`config.mk`:
```
export PLATFORM = sky130hd
export DESIGN_NAME = i2c_slave
export DESIGN_NICKNAME = d
export VERILOG_FILES = /design/src/rtl/i2c_pkg.sv /design/src/rtl/i2c_line_filter.sv /design/src/rtl/i2c_slave.sv
export SDC_FILE = /design/constraint.sdc
export NUM_CORES = 1
export LEC_CHECK = 0
export CORE_UTILIZATION = 45
export CTS_BUF_LIST = sky130_fd_sc_hd__clkbuf_8 sky130_fd_sc_hd__clkbuf_16
export CTS_CLUSTER_SIZE = 25
export DETAILED_ROUTE_END_ITERATION = 12
export GPL_TIMING_DRIVEN = 0
export MAX_ROUTING_LAYER = met4
export PLACE_DENSITY = 0.67
export SYNTH_ARGS = -nofsm -noshare
export SYNTH_HDL_FRONTEND = slang
export SYNTH_SLANG_ARGS = --single-unit
```
`constraint.sdc`:
```
create_clock -name clk -period 2.1 [get_ports clk]
set_input_delay 0.21 -clock clk [delete_from_list [all_inputs] [get_ports clk]]
set_output_delay 0.21 -clock clk [all_outputs]
set_load 0.005 [all_outputs]
```
`src/rtl/i2c_pkg.sv`:
```
// Shared types and widths for the I2C target.
package i2c_pkg;
   localparam int C_I2C_ADDR_W = 7;
   localparam int C_I2C_BYTE_W = 8;

   typedef enum logic [2:0] {
      IDLE, ADDR, ADDR_ACK, WR_BYTE, WR_ACK, RD_BYTE, RD_ACK, WAIT_STOP
   } t_i2c_slv_state;
endpackage

```
`src/rtl/i2c_line_filter.sv`:
```
// Two-flop synchronizer plus a run-length glitch filter for one I2C line.
// Edge pulses assert in the same cycle the filtered level changes.
module i2c_line_filter #(
   parameter int G_FILTER_LEN = 3
) (
   input  logic clk,
   input  logic rst,
   input  logic i_line,
   output logic o_level,
   output logic o_rise,
   output logic o_fall
);
   localparam int CW = (G_FILTER_LEN > 1) ? $clog2(G_FILTER_LEN) : 1;

   logic [1:0]    sync_q;
   logic          lvl_q, rise_q, fall_q;
   logic [CW-1:0] cnt_q;

   always_ff @(posedge clk) begin
      if (rst) begin
         sync_q <= 2'b11;
         lvl_q  <= 1'b1;
         cnt_q  <= '0;
         rise_q <= 1'b0;
         fall_q <= 1'b0;
      end else begin
         sync_q <= {sync_q[0], i_line};
         rise_q <= 1'b0;
         fall_q <= 1'b0;
         // any sample equal to the current level restarts the run
         if (sync_q[1] == lvl_q) begin
            cnt_q <= '0;
         end else if (cnt_q == CW'(G_FILTER_LEN - 1)) begin
            lvl_q  <= sync_q[1];
            cnt_q  <= '0;
            rise_q <= sync_q[1];
            fall_q <= ~sync_q[1];
         end else begin
            cnt_q <= cnt_q + 1'b1;
         end
      end
   end

   assign o_level = lvl_q;
   assign o_rise  = rise_q;
   assign o_fall  = fall_q;
endmodule

```
`src/rtl/i2c_slave.sv`:
```
// 7-bit address I2C target with a byte-wide write/read side interface.
// SDA is only changed after a filtered SCL fall, so it never moves while SCL is high.
module i2c_slave
   import i2c_pkg::*;
#(
   parameter logic [C_I2C_ADDR_W-1:0] G_CHIP_ADDR  = 7'h50,
   parameter int                      G_FILTER_LEN = 3
) (
   input  logic                    clk,
   input  logic                    rst,
   input  logic                    i_scl,
   input  logic                    i_sda,
   output logic                    o_sda_oe,
   output logic [C_I2C_BYTE_W-1:0] o_wdata,
   output logic                    o_wdata_valid,
   output logic                    o_rdata_req,
   input  logic [C_I2C_BYTE_W-1:0] i_rdata,
   output logic                    o_addr_match,
   output logic                    o_rw,
   output logic                    o_stop_det,
   output logic                    o_busy
);
   logic scl_lvl, scl_rise, scl_fall, scl_unused;
   logic sda_lvl, sda_rise, sda_fall;
   logic start, stop;

   i2c_line_filter #(.G_FILTER_LEN(G_FILTER_LEN)) u_scl (
      .clk(clk), .rst(rst), .i_line(i_scl),
      .o_level(scl_lvl), .o_rise(scl_rise), .o_fall(scl_fall)
   );
   i2c_line_filter #(.G_FILTER_LEN(G_FILTER_LEN)) u_sda (
      .clk(clk), .rst(rst), .i_line(i_sda),
      .o_level(sda_lvl), .o_rise(sda_rise), .o_fall(sda_fall)
   );
   assign scl_unused = 1'b0;

   assign start = sda_fall & scl_lvl;
   assign stop  = sda_rise & scl_lvl;

   t_i2c_slv_state          state_q;
   logic [2:0]              bitcnt_q;
   logic [C_I2C_BYTE_W-1:0] shift_q, wdata_q;
   logic                    pend_q, oe_q, wvld_q, rreq_q, match_q, rw_q, stopdet_q, busy_q;

   always_ff @(posedge clk) begin
      if (rst) begin
         state_q   <= IDLE;
         bitcnt_q  <= '0;
         shift_q   <= '0;
         wdata_q   <= '0;
         pend_q    <= 1'b0;
         oe_q      <= 1'b0;
         wvld_q    <= 1'b0;
         rreq_q    <= 1'b0;
         match_q   <= 1'b0;
         rw_q      <= 1'b0;
         stopdet_q <= 1'b0;
         busy_q    <= 1'b0;
      end else begin
         wvld_q    <= 1'b0;
         rreq_q    <= 1'b0;
         match_q   <= 1'b0;
         stopdet_q <= 1'b0;
         if (start) begin
            state_q  <= ADDR;
            bitcnt_q <= '0;
            pend_q   <= 1'b0;
            oe_q     <= 1'b0;
            busy_q   <= 1'b1;
         end else if (stop) begin
            state_q   <= IDLE;
            pend_q    <= 1'b0;
            oe_q      <= 1'b0;
            stopdet_q <= 1'b1;
            busy_q    <= 1'b0;
         end else begin
            unique case (state_q)
               IDLE: ;
               ADDR, WR_BYTE: begin
                  if (scl_rise) begin
                     shift_q  <= {shift_q[6:0], sda_lvl};
                     bitcnt_q <= bitcnt_q + 3'd1;
                     if (bitcnt_q == 3'd7) begin
                        if (state_q == WR_BYTE) begin
                           wdata_q <= {shift_q[6:0], sda_lvl};
                           wvld_q  <= 1'b1;
                           pend_q  <= 1'b1;
                        end else if (shift_q[6:0] == G_CHIP_ADDR) begin
                           match_q <= 1'b1;
                           rw_q    <= sda_lvl;
                           pend_q  <= 1'b1;
                        end else begin
                           state_q <= WAIT_STOP;
                        end
                     end
                  end else if (scl_fall && pend_q) begin
                     // ACK slot: pull SDA low for the 9th clock
                     oe_q    <= 1'b1;
                     pend_q  <= 1'b0;
                     state_q <= (state_q == ADDR) ? ADDR_ACK : WR_ACK;
                  end
               end
               ADDR_ACK: begin
                  if (scl_rise && rw_q) begin
                     rreq_q <= 1'b1;
                  end else if (scl_fall) begin
                     if (rw_q) begin
                        shift_q  <= i_rdata;
                        oe_q     <= ~i_rdata[7];
                        bitcnt_q <= '0;
                        state_q  <= RD_BYTE;
                     end else begin
                        oe_q    <= 1'b0;
                        state_q <= WR_BYTE;
                     end
                  end
               end
               WR_ACK: begin
                  if (scl_fall) begin
                     oe_q    <= 1'b0;
                     state_q <= WR_BYTE;
                  end
               end
               RD_BYTE: begin
                  if (scl_fall) begin
                     if (bitcnt_q == 3'd7) begin
                        oe_q     <= 1'b0;
                        bitcnt_q <= '0;
                        state_q  <= RD_ACK;
                     end else begin
                        shift_q  <= {shift_q[6:0], shift_q[7]};
                        oe_q     <= ~shift_q[6];
                        bitcnt_q <= bitcnt_q + 3'd1;
                     end
                  end
               end
               RD_ACK: begin
                  if (scl_rise) begin
                     if (!sda_lvl) begin
                        rreq_q <= 1'b1;
                        pend_q <= 1'b1;
                     end else begin
                        oe_q    <= 1'b0;
                        state_q <= WAIT_STOP;
                     end
                  end else if (scl_fall && pend_q) begin
                     shift_q  <= i_rdata;
                     oe_q     <= ~i_rdata[7];
                     bitcnt_q <= '0;
                     pend_q   <= 1'b0;
                     state_q  <= RD_BYTE;
                  end
               end
               WAIT_STOP: oe_q <= 1'b0;
               default:   state_q <= IDLE;
            endcase
         end
      end
   end

   assign o_sda_oe      = oe_q | scl_unused;
   assign o_wdata       = wdata_q;
   assign o_wdata_valid = wvld_q;
   assign o_rdata_req   = rreq_q;
   assign o_addr_match  = match_q;
   assign o_rw          = rw_q;
   assign o_stop_det    = stopdet_q;
   assign o_busy        = busy_q;
endmodule

```
# After elaboration in Yosys (flattened, before gate mapping)
# Index checks and enable logic that the tools add are counted.
[totals]
regBits = 44
in_bits = 12
out_inout_bits = 15
word_cells = 178
[classes]
add_sub_neg = 3
n_eq_ne = 44
muxes = 65
bitwise_logic = 16
n_reduce_logical = 27
[ops]
columns = ["operator", "n"]
rows = [
  ["2-to-1 mux 3 bit", 23],
  ["2-to-1 mux 8 bit", 8],
  ["one-hot mux 8 bit (4 select lines)", 1],
  ["2-to-1 mux 1 bit", 28],
  ["AND reduction 12 bit", 2],
  ["AND reduction 9 bit", 2],
  ["inequality test 2 bit (second input constant)", 8],
  ["equality test 3 bit (second input constant)", 5],
  ["inequality test 5 x 4 -> 1 bit (second input constant)", 3],
  ["inequality test 5 bit (second input constant)", 3],
  ["one-hot mux 3 bit (5 select lines)", 1],
  ["OR reduction 3 bit", 5],
  ["inverter 1 bit", 14],
  ["inequality test 3 bit (second input constant)", 4],
  ["inequality test 4 x 3 -> 1 bit (second input constant)", 3],
  ["inequality test 4 bit (second input constant)", 3],
  ["one-hot mux 3 bit (4 select lines)", 1],
  ["AND reduction 11 bit", 1],
  ["inequality test 3 x 2 -> 1 bit (second input constant)", 3],
  ["inequality test 2 x 1 -> 1 bit (second input constant)", 4],
  ["equality test 7 bit (second input constant)", 1],
  ["AND reduction 7 bit", 1],
  ["nonzero test 7 bit", 1],
  ["OR reduction 7 bit", 1],
  ["other kinds (19)", 29],
]

# Longest topological paths before layout
# Gate-level depths: netlist of run 1.
[depth]
ltp_word = 8
mapped_depth = 8

# Hierarchy
# From an unflattened synthesis of run 1, not the netlist that was laid out.
[hier_totals]
cells_unflattened = 230
hier_area_um2 = 2224.6
[modules_own_cells]
columns = ["module", "instances", "cells_per_inst", "area_each_um2"]
rows = [
  ["i2c_slave", 1, 194, 1761.7],
  ["i2c_line_filter", 2, 18, 231.5],
]

# Worst setup path after synthesis of run 1
# OpenSTA, ideal clock, no wires.
[synth_path]
path_type = "reg2reg"
from = "register bitcnt_q[0]"
to = "register shift_q[6]"
arrival_ns = 1.869
t_required_ns = 2.021
setup_slack_ns = 0.152
stages_incl_launch_ff = 9
n_path_buf = 1
period_less_slack_ns = 1.948
path_cell_list = "dfxtp_1 > ha_1 > ha_1 > nor2b_2 > a32o_1 > a211oi_4 > buf_6 > nor2_2 > a211oi_2"
[synth_between]
elab_chain_len = 3
[synth_lines]
columns = ["element", "line_no", "text"]
rows = [
  ["start, declared", "i2c_slave.sv:41", "logic [2:0] bitcnt_q;"],
  ["start signal, assigned", "i2c_slave.sv:82", "bitcnt_q <= bitcnt_q + 3'd1;"],
  ["start signal, assigned", "i2c_slave.sv:133", "bitcnt_q <= bitcnt_q + 3'd1;"],
  ["equality test 3 bit", "i2c_slave.sv:126", "if (bitcnt_q == 3'd7) begin"],
  ["inequality test 2 bit (no line)", "n/a", ""],
  ["AND reduction 11 bit (no line)", "n/a", ""],
  ["end signal, assigned", "i2c_slave.sv:108", "shift_q <= i_rdata;"],
  ["end signal, assigned", "i2c_slave.sv:131", "shift_q <= {shift_q[6:0], shift_q[7]};"],
  ["end signal, assigned", "i2c_slave.sv:147", "shift_q <= i_rdata;"],
  ["end, declared", "i2c_slave.sv:42", "logic [C_I2C_BYTE_W-1:0] shift_q, wdata_q;"],
]
# No other way between the ends.
# A chain may end at the register's enable or synchronous reset.

# Final worst setup path of run 1
[layout_path]
from = "register bitcnt_q[0]"
to = "register shift_q[0]"
# Same word-level chain as after synthesis.

==> results of run 1 <==
-- cells in the mapped netlist, types with 3 or more instances --
| cell type | number | area (µm²) |
|---|---|---|
| sky130_fd_sc_hd__a21oi_1 | 10 | 50.1 |
| sky130_fd_sc_hd__buf_6 | 3 | 33.8 |
| sky130_fd_sc_hd__o31ai_1 | 4 | 30.0 |
| sky130_fd_sc_hd__a211oi_2 | 3 | 37.5 |
| sky130_fd_sc_hd__nand2b_1 | 8 | 50.1 |
| sky130_fd_sc_hd__o21ai_0 | 4 | 20.0 |
| sky130_fd_sc_hd__nor2_1 | 29 | 109 |
| sky130_fd_sc_hd__inv_1 | 4 | 15.0 |
| sky130_fd_sc_hd__clkbuf_1 | 7 | 26.3 |
| sky130_fd_sc_hd__dfxtp_1 | 44 | 881 |
| sky130_fd_sc_hd__buf_2 | 6 | 30.0 |
| sky130_fd_sc_hd__mux2i_1 | 21 | 210 |
| sky130_fd_sc_hd__nand2_1 | 6 | 22.5 |
| sky130_fd_sc_hd__or3_1 | 3 | 18.8 |
| sky130_fd_sc_hd__nor2_2 | 3 | 18.8 |
| sky130_fd_sc_hd__nor4bb_1 | 4 | 40.0 |
| sky130_fd_sc_hd__a211oi_1 | 6 | 45.0 |
| sky130_fd_sc_hd__ha_1 | 4 | 50.1 |
| sky130_fd_sc_hd__nor2b_1 | 10 | 62.6 |
| sky130_fd_sc_hd__or2_2 | 4 | 25.0 |
-- registers in the layout (all words and copies together) (netlist names), 2 cells and up --
signal,cells
o_wdata,8
shift_q,8
bitcnt_q,3
state_q,3
u_scl.cnt_q,2
u_scl.sync_q,2
u_sda.cnt_q,2
u_sda.sync_q,2
-- per-stage QoR --
stage               area [µm²]  power, mW  util (%)  setup slack, ns  TNS (ns)
floorplan                 2190       1.53         -            0.152         0
CTS                       2620       2.27      58.2           0.0149         0
finish                    2650       2.27      58.9           0.0609         0
detailed placement        2510       1.71      55.8          -0.0880    -0.221
global route              2650       2.40      58.9           0.0101         0
global placement          2510       1.71      55.8          -0.0412    -0.108
-- power by group through the flow --
stage	combinational, mW	sequential [mW]	clock, mW
floorplan	0.603	0.928	0
finish	0.796	0.918	0.560
global placement	0.775	0.935	0
detailed placement	0.769	0.938	0
CTS	0.778	0.919	0.572
global route	0.867	0.926	0.610
-- critical path, stage by stage, from the launching register on --
cell,delay [ns]
sky130_fd_sc_hd__dfxtp_1,0.34
sky130_fd_sc_hd__ha_1,0.21
sky130_fd_sc_hd__ha_2,0.20
sky130_fd_sc_hd__nor2b_4,0.15
sky130_fd_sc_hd__a32o_2,0.29
sky130_fd_sc_hd__a211oi_4,0.32
sky130_fd_sc_hd__buf_4,0.17
sky130_fd_sc_hd__mux2i_1,0.19
sky130_fd_sc_hd__nor2_1,0.05
-- area by class of cell --
| class | count | area (µm²) | area share (%) |
|---|---|---|---|
| Buffer | 17 | 97.6 | 3.68 |
| Clock buffer | 5 | 68.8 | 2.60 |
| Clock inverter | 3 | 25.0 | 0.944 |
| Inverter | 4 | 15.0 | 0.566 |
| Multi-Input combinational cell | 164 | 1200 | 45.3 |
| Sequential cell | 44 | 881 | 33.2 |
| Tap cell | 52 | 65.1 | 2.45 |
| Timing Repair Buffer | 31 | 298 | 11.2 |
-- cells by family after synthesis --
group                    count (synthesis)
AO/OA/AOI/OAI                           52
XOR/XNOR                                 2
flip-flops                              44
AND/OR/NAND/NOR                         85
multiplexers                            21
buffers and inverters                   21
adder cells (fa/ha/maj)                  4
-- timing repair --
item,CTS,global route
setup buffers,2,3
setup endpoints to repair,8,8
pin swaps,1,1
gates resized for setup,0,3
-- worst paths after layout --
path             startpoint        endpoint  slack, ns  cells after the start
min          u_scl.cnt_q[0]  u_scl.cnt_q[0]       0.42                      1
min reg2reg  u_scl.cnt_q[0]  u_scl.cnt_q[0]       0.42                      1
max reg2reg     bitcnt_q[0]      shift_q[0]       0.06                      8
max             bitcnt_q[0]      shift_q[0]       0.06                      8
-- per-layer routing --
layer	vias up	GRT usage, %	share of wire (%)
li1	909	-	-
met1	865	28.6	50
met2	37	30.2	45
met3	7	4.22	3.9
met4	0	6.32	1.3
met5	-	-	0
==> flow_summary_export.csv, run 1 <==
group,metric,value,unit
hold_path,timing.hold.worst.class,"register to register",
timing,slew_viol_final,0,
logic_synthesis,synth_nets,245,
grt,globalRouteTotalUtil,20.6,%
drt,drt-wirelength-per-cell,15.2,µm
clocking,cell_at_the_root_of_the_clock_tree,"sky130_fd_sc_hd__clkbuf_8",
cells_and_area,layout.cells.most_common,"sky130_fd_sc_hd__dfxtp_1",
cells_and_area,final_net_count,283,
job,drv.max_cap_violation_count,0,
timing,fmax_achieved,0.490,GHz
cells_and_area,drive_gt1_share,15.7,%
timing,finClkSkew,0.00909,ns
logic_synthesis,syn_area,2190,µm²
pwr,switching_share,35.2,%
grt,first_global_vias,1641,
pwr,power_density,858,nW/µm²
pwr,cell_int_power,1.47,mW
floorplan,rows,24,
pwr,power.clock.fraction,24.6,%
place,placement.io_buffers,26,
timing,transition_time_at_the_pin_with_the_least_slew_margin,0.571,ns
logic_synthesis,synthArstFlopShare,0,%
clocking,tritoncts.num_buffers,5,
logic_synthesis,syn_inst,229,
drt,routed_via_density,5.68,
place,place_congestion,0.896,
clocking,worstSkewPairLatency,0.31,ns
logic_synthesis,yosysWarnings,0,
drt,route.vias.total,1818,
logic_synthesis,synth-edff-count,0,
logic_synthesis,synth_area_per_cell,9.55,µm²
timing,post-route-min-period,2.04,ns
grt,grt_antenna_before_repair,0,
cells_and_area,antenna-diode-count,0,
drt,drcViolationCount,0,
grt,grt-ovfl-total,0,
timing,grt_setup_unrepaired,"false",
floorplan,dieArea,5140,µm²
logic_synthesis,synth_seq_area_share,40.3,%
setup_path,startpoint_type,"register",
timing,relSlewSlack,61.9,%
clocking,max-clock-path-buffers,2,
drt,dr.first_iter.drc_count,185,
cells_and_area,mostFrequentLayoutCells,"sky130_fd_sc_hd__dfxtp_1, sky130_fd_sc_hd__nor2_1, sky130_fd_sc_hd__clkdlybuf4s50_1",
floorplan,initial_utilization,48.5,%
floorplan,io_pins,27,
cells_and_area,fin_cells,320,
clocking,htree_levels,2,
setup_path,setup.worst_path.end_class,"register",
clocking,clkSlewWorstSetupHoldPaths,0.10,ns
clocking,clock_tree_from_tritoncts,"done",
logic_synthesis,synthXorXnorAreaFrac,0.801,%
pwr,combinationalPowerShare,35.0,%
outcome,status,"completed",
logic_synthesis,synth_cell_types,54,
pwr,vdd.ir_drop.worst,0.531,mV
setup_path,path_class,"register to register",
logic_synthesis,largest_family_of_logic_cells_by_synthesized_area,"simple AND/OR/NAND/NOR gates",
timing,final-setup-viol-count,0,
place,post-place-cells,307,
logic_synthesis,synth_compound_gate_area_share,19.6,%
cells_and_area,number_of_fill_cells_in_the_layout,410,
logic_synthesis,synthFlopType,"sky130_fd_sc_hd__dfxtp_1",
timing,timing.final.hold_violations,0,
floorplan,die_w,71.7,µm
drt,detailedRoute.firstPassIterationCount,4,
timing,hold-worst-slack,0.419,ns
clocking,ctsHoldBuffers,0,
place,dp_hpwl,3.47,mm
drt,detail-route-antenna-nets,0,
grt,grt_start_max_net_pins,17,
setup_path,timing.critical_path.arrival,2.23,ns
cells_and_area,syn2layout_area_growth,21.3,%
grt,wire_length_of_the_first_global_routing_pass,7.96,mm
floorplan,core_area,4500,µm²
pwr,seqPwrFrac,40.4,%
floorplan,die_span_y,71.7,µm
logic_synthesis,post_synth_fa_ha_maj_area_fraction,2.29,%
timing,part_of_the_cycle_the_worst_path_needs,97.1,%
clocking,cts.sink_count,44,
logic_synthesis,synth_simple_gate_area_share,22.3,%
logic_synthesis,number_of_synthesized_register_bits,44,
pwr,total_switching_power,800,µW
setup_path,cp_max_fo,6,
drt,detail_route.wirelength,4.85,mm
pwr,power.leakage,0.996,nW
logic_synthesis,synth_mux_area_share,9.62,%
setup_path,critPathRequiredTime,2.29,ns
Power figures use the tool's default switching activity.
==> run 2: changes to the inputs <==
--- a/config.mk
+++ b/config.mk
@@ -12,6 +12,7 @@
 export GPL_TIMING_DRIVEN = 0
 export MAX_ROUTING_LAYER = met4
 export PLACE_DENSITY = 0.67
+export RECOVER_POWER = 25
 export SYNTH_ARGS = -nofsm -noshare
 export SYNTH_HDL_FRONTEND = slang
 export SYNTH_SLANG_ARGS = --single-unit
==> flow_summary_export.csv, run 2 (same netlist as run 1, synthesis figures left out) <==
group,metric,value,unit
setup_path,startpoint,"bitcnt_q[0]",
setup_path,startpoint_type,"register",
outcome,status,"completed",
clocking,tritoncts.num_buffers,5,
grt,first_global_vias,1641,
grt,globalRouteTotalUtil,20.6,%
clocking,max-clock-path-buffers,2,
cells_and_area,layout.cells.most_common,"sky130_fd_sc_hd__dfxtp_1",
floorplan,io_pins,27,
floorplan,rows,24,
job,drv.max_cap_violation_count,0,
setup_path,worst_path_max_delay_cell,"sky130_fd_sc_hd__dfxtp_1",
place,post-place-cells,307,
grt,grt-ovfl-total,0,
timing,hold-worst-slack,0.419,ns
clocking,htree_levels,2,
setup_path,r2r-end,"shift_q[0]",
cells_and_area,antenna-diode-count,0,
floorplan,die_w,71.7,µm
setup_path,path_class,"register to register",
setup_path,path_depth,8,
cells_and_area,final_net_count,283,
drt,routed_via_density,5.68,
setup_path,path_cells,"ha_1 > ha_2 > nor2b_4 > a32o_2 > a211oi_4 > buf_4 > mux2i_1 > nor2_1",
clocking,ctsHoldBuffers,0,
timing,grt_setup_unrepaired,"false",
place,place_congestion,0.896,
drt,drcViolationCount,0,
setup_path,path_delay_family,"compound AO/OA/AOI/OAI gates",
drt,detail-route-antenna-nets,0,
setup_path,timing.critical_path.buf_inv,1,
floorplan,die_span_y,71.7,µm
setup_path,cp_max_fo,6,
cells_and_area,syn2layout_area_growth,21.3,%
pwr,power_density,857,nW/µm²
clocking,cts.sink_count,44,
setup_path,r2r-start,"bitcnt_q[0]",
setup_path,reg2reg_depth,8,
setup_path,critPathRequiredTime,2.29,ns
place,placement.io_buffers,26,
setup_path,setup.worst_path.end_class,"register",
cells_and_area,fin_cells,320,
drt,route.vias.total,1818,
timing,final-setup-viol-count,0,
place,dp_hpwl,3.47,mm
grt,grt_antenna_before_repair,0,
setup_path,reg2reg_setup_slack,0.06,ns
floorplan,core_area,4500,µm²
setup_path,timing.critical_path.arrival,2.23,ns
pwr,power.leakage,0.996,nW
hold_path,worst_hold_startpoint,"u_scl.cnt_q[0]",
drt,drt-wirelength-per-cell,15.2,µm
timing,slew_viol_final,0,
clocking,cell_at_the_root_of_the_clock_tree,"sky130_fd_sc_hd__clkbuf_8",
grt,grt_start_max_net_pins,17,
timing,fmax_achieved,0.490,GHz
clocking,clock_tree_from_tritoncts,"done",
timing,relSlewSlack,61.9,%
timing,post-route-min-period,2.04,ns
setup_path,crit_path_end,"shift_q[0]",
timing,transition_time_at_the_pin_with_the_least_slew_margin,0.571,ns
drt,detail_route.wirelength,4.85,mm
timing,part_of_the_cycle_the_worst_path_needs,97.1,%
clocking,clkSlewWorstSetupHoldPaths,0.10,ns
timing,setup_tns,0,ns
clocking,worstSkewPairLatency,0.31,ns
hold_path,timing.hold.worst.class,"register to register",
cells_and_area,mostFrequentLayoutCells,"sky130_fd_sc_hd__dfxtp_1, sky130_fd_sc_hd__nor2_1, sky130_fd_sc_hd__clkdlybuf4s50_1",
grt,wire_length_of_the_first_global_routing_pass,7.96,mm
cells_and_area,drive_gt1_share,15.7,%
floorplan,initial_utilization,48.5,%
timing,timing.final.hold_violations,0,
drt,detailedRoute.firstPassIterationCount,4,
setup_path,crit_path_max_incr_delay,0.34,ns
timing,finClkSkew,0.00909,ns
cells_and_area,number_of_fill_cells_in_the_layout,410,
drt,dr.first_iter.drc_count,185,
pwr,vdd.ir_drop.worst,0.531,mV
floorplan,dieArea,5140,µm²
==> run 2: cell types whose count changed in the layout (fill, tap and decap cells not counted), sizes merged <==
| cell | previous run | this run |
|---|---|---|
| clkdlybuf4s50 | 26 | 25 |
| dlygate4sd3 | 0 | 1 |
==> run 2: final cells by class <==
type                    instances  area, µm²  area share [%]
plain buffers                  17       97.6            3.68
clock buffers                   5       68.8            2.60
flip-flops and latches         44        881            33.2
clock inverters                 3       25.0           0.944
inverters                       4       15.0           0.566
well taps                      52       65.1            2.45
repair buffers                 31        298            11.2
multi-input cells             164       1200            45.3
==> run 2: what timing repair did <==
action                     in CTS  in global routing
setup endpoints to repair       8                  8
pin swaps                       1                  1
gates resized for setup         0                  3
buffers inserted                2                  3
==> run 2: per-stage QoR <==
step	area, µm²	util (%)	worst slack [ns]	total power [mW]
final	2650	58.9	0.0609	2.27
after global routing	2650	58.9	0.0101	2.40
after CTS	2620	58.2	0.0149	2.27
after detailed placement	2510	55.8	-0.0880	1.71
after global placement	2510	55.8	-0.0412	1.71
after floorplan	2190	-	0.152	1.53
==> run 2: worst min-delay path by stage <==
stage	end	slack, ns	cells after the start
floorplan	u_scl.o_rise	0.29	1
global placement	u_sda.sync_q[1]	0.39	1
detailed placement	u_sda.sync_q[1]	0.40	1
CTS	u_sda.sync_q[1]	0.42	1
global route	u_sda.sync_q[1]	0.44	1
finish	u_scl.cnt_q[0]	0.42	1
==> run 2: power breakdown <==
group	internal, mW	total, mW	switching [mW]
sequential	0.881	0.918	0.0373
combinational	0.350	0.795	0.446
clock	0.243	0.560	0.317
total	1.47	2.27	0.800
==> run 2: routing by layer <==
metal | track usage [%] | share of wire [%] | vias to the layer above
met5 | - | 0 | -
met4 | 6.32 | 1.3 | 0
li1 | - | - | 909
met3 | 4.22 | 3.9 | 7
met2 | 30.2 | 45 | 37
met1 | 28.6 | 50 | 865
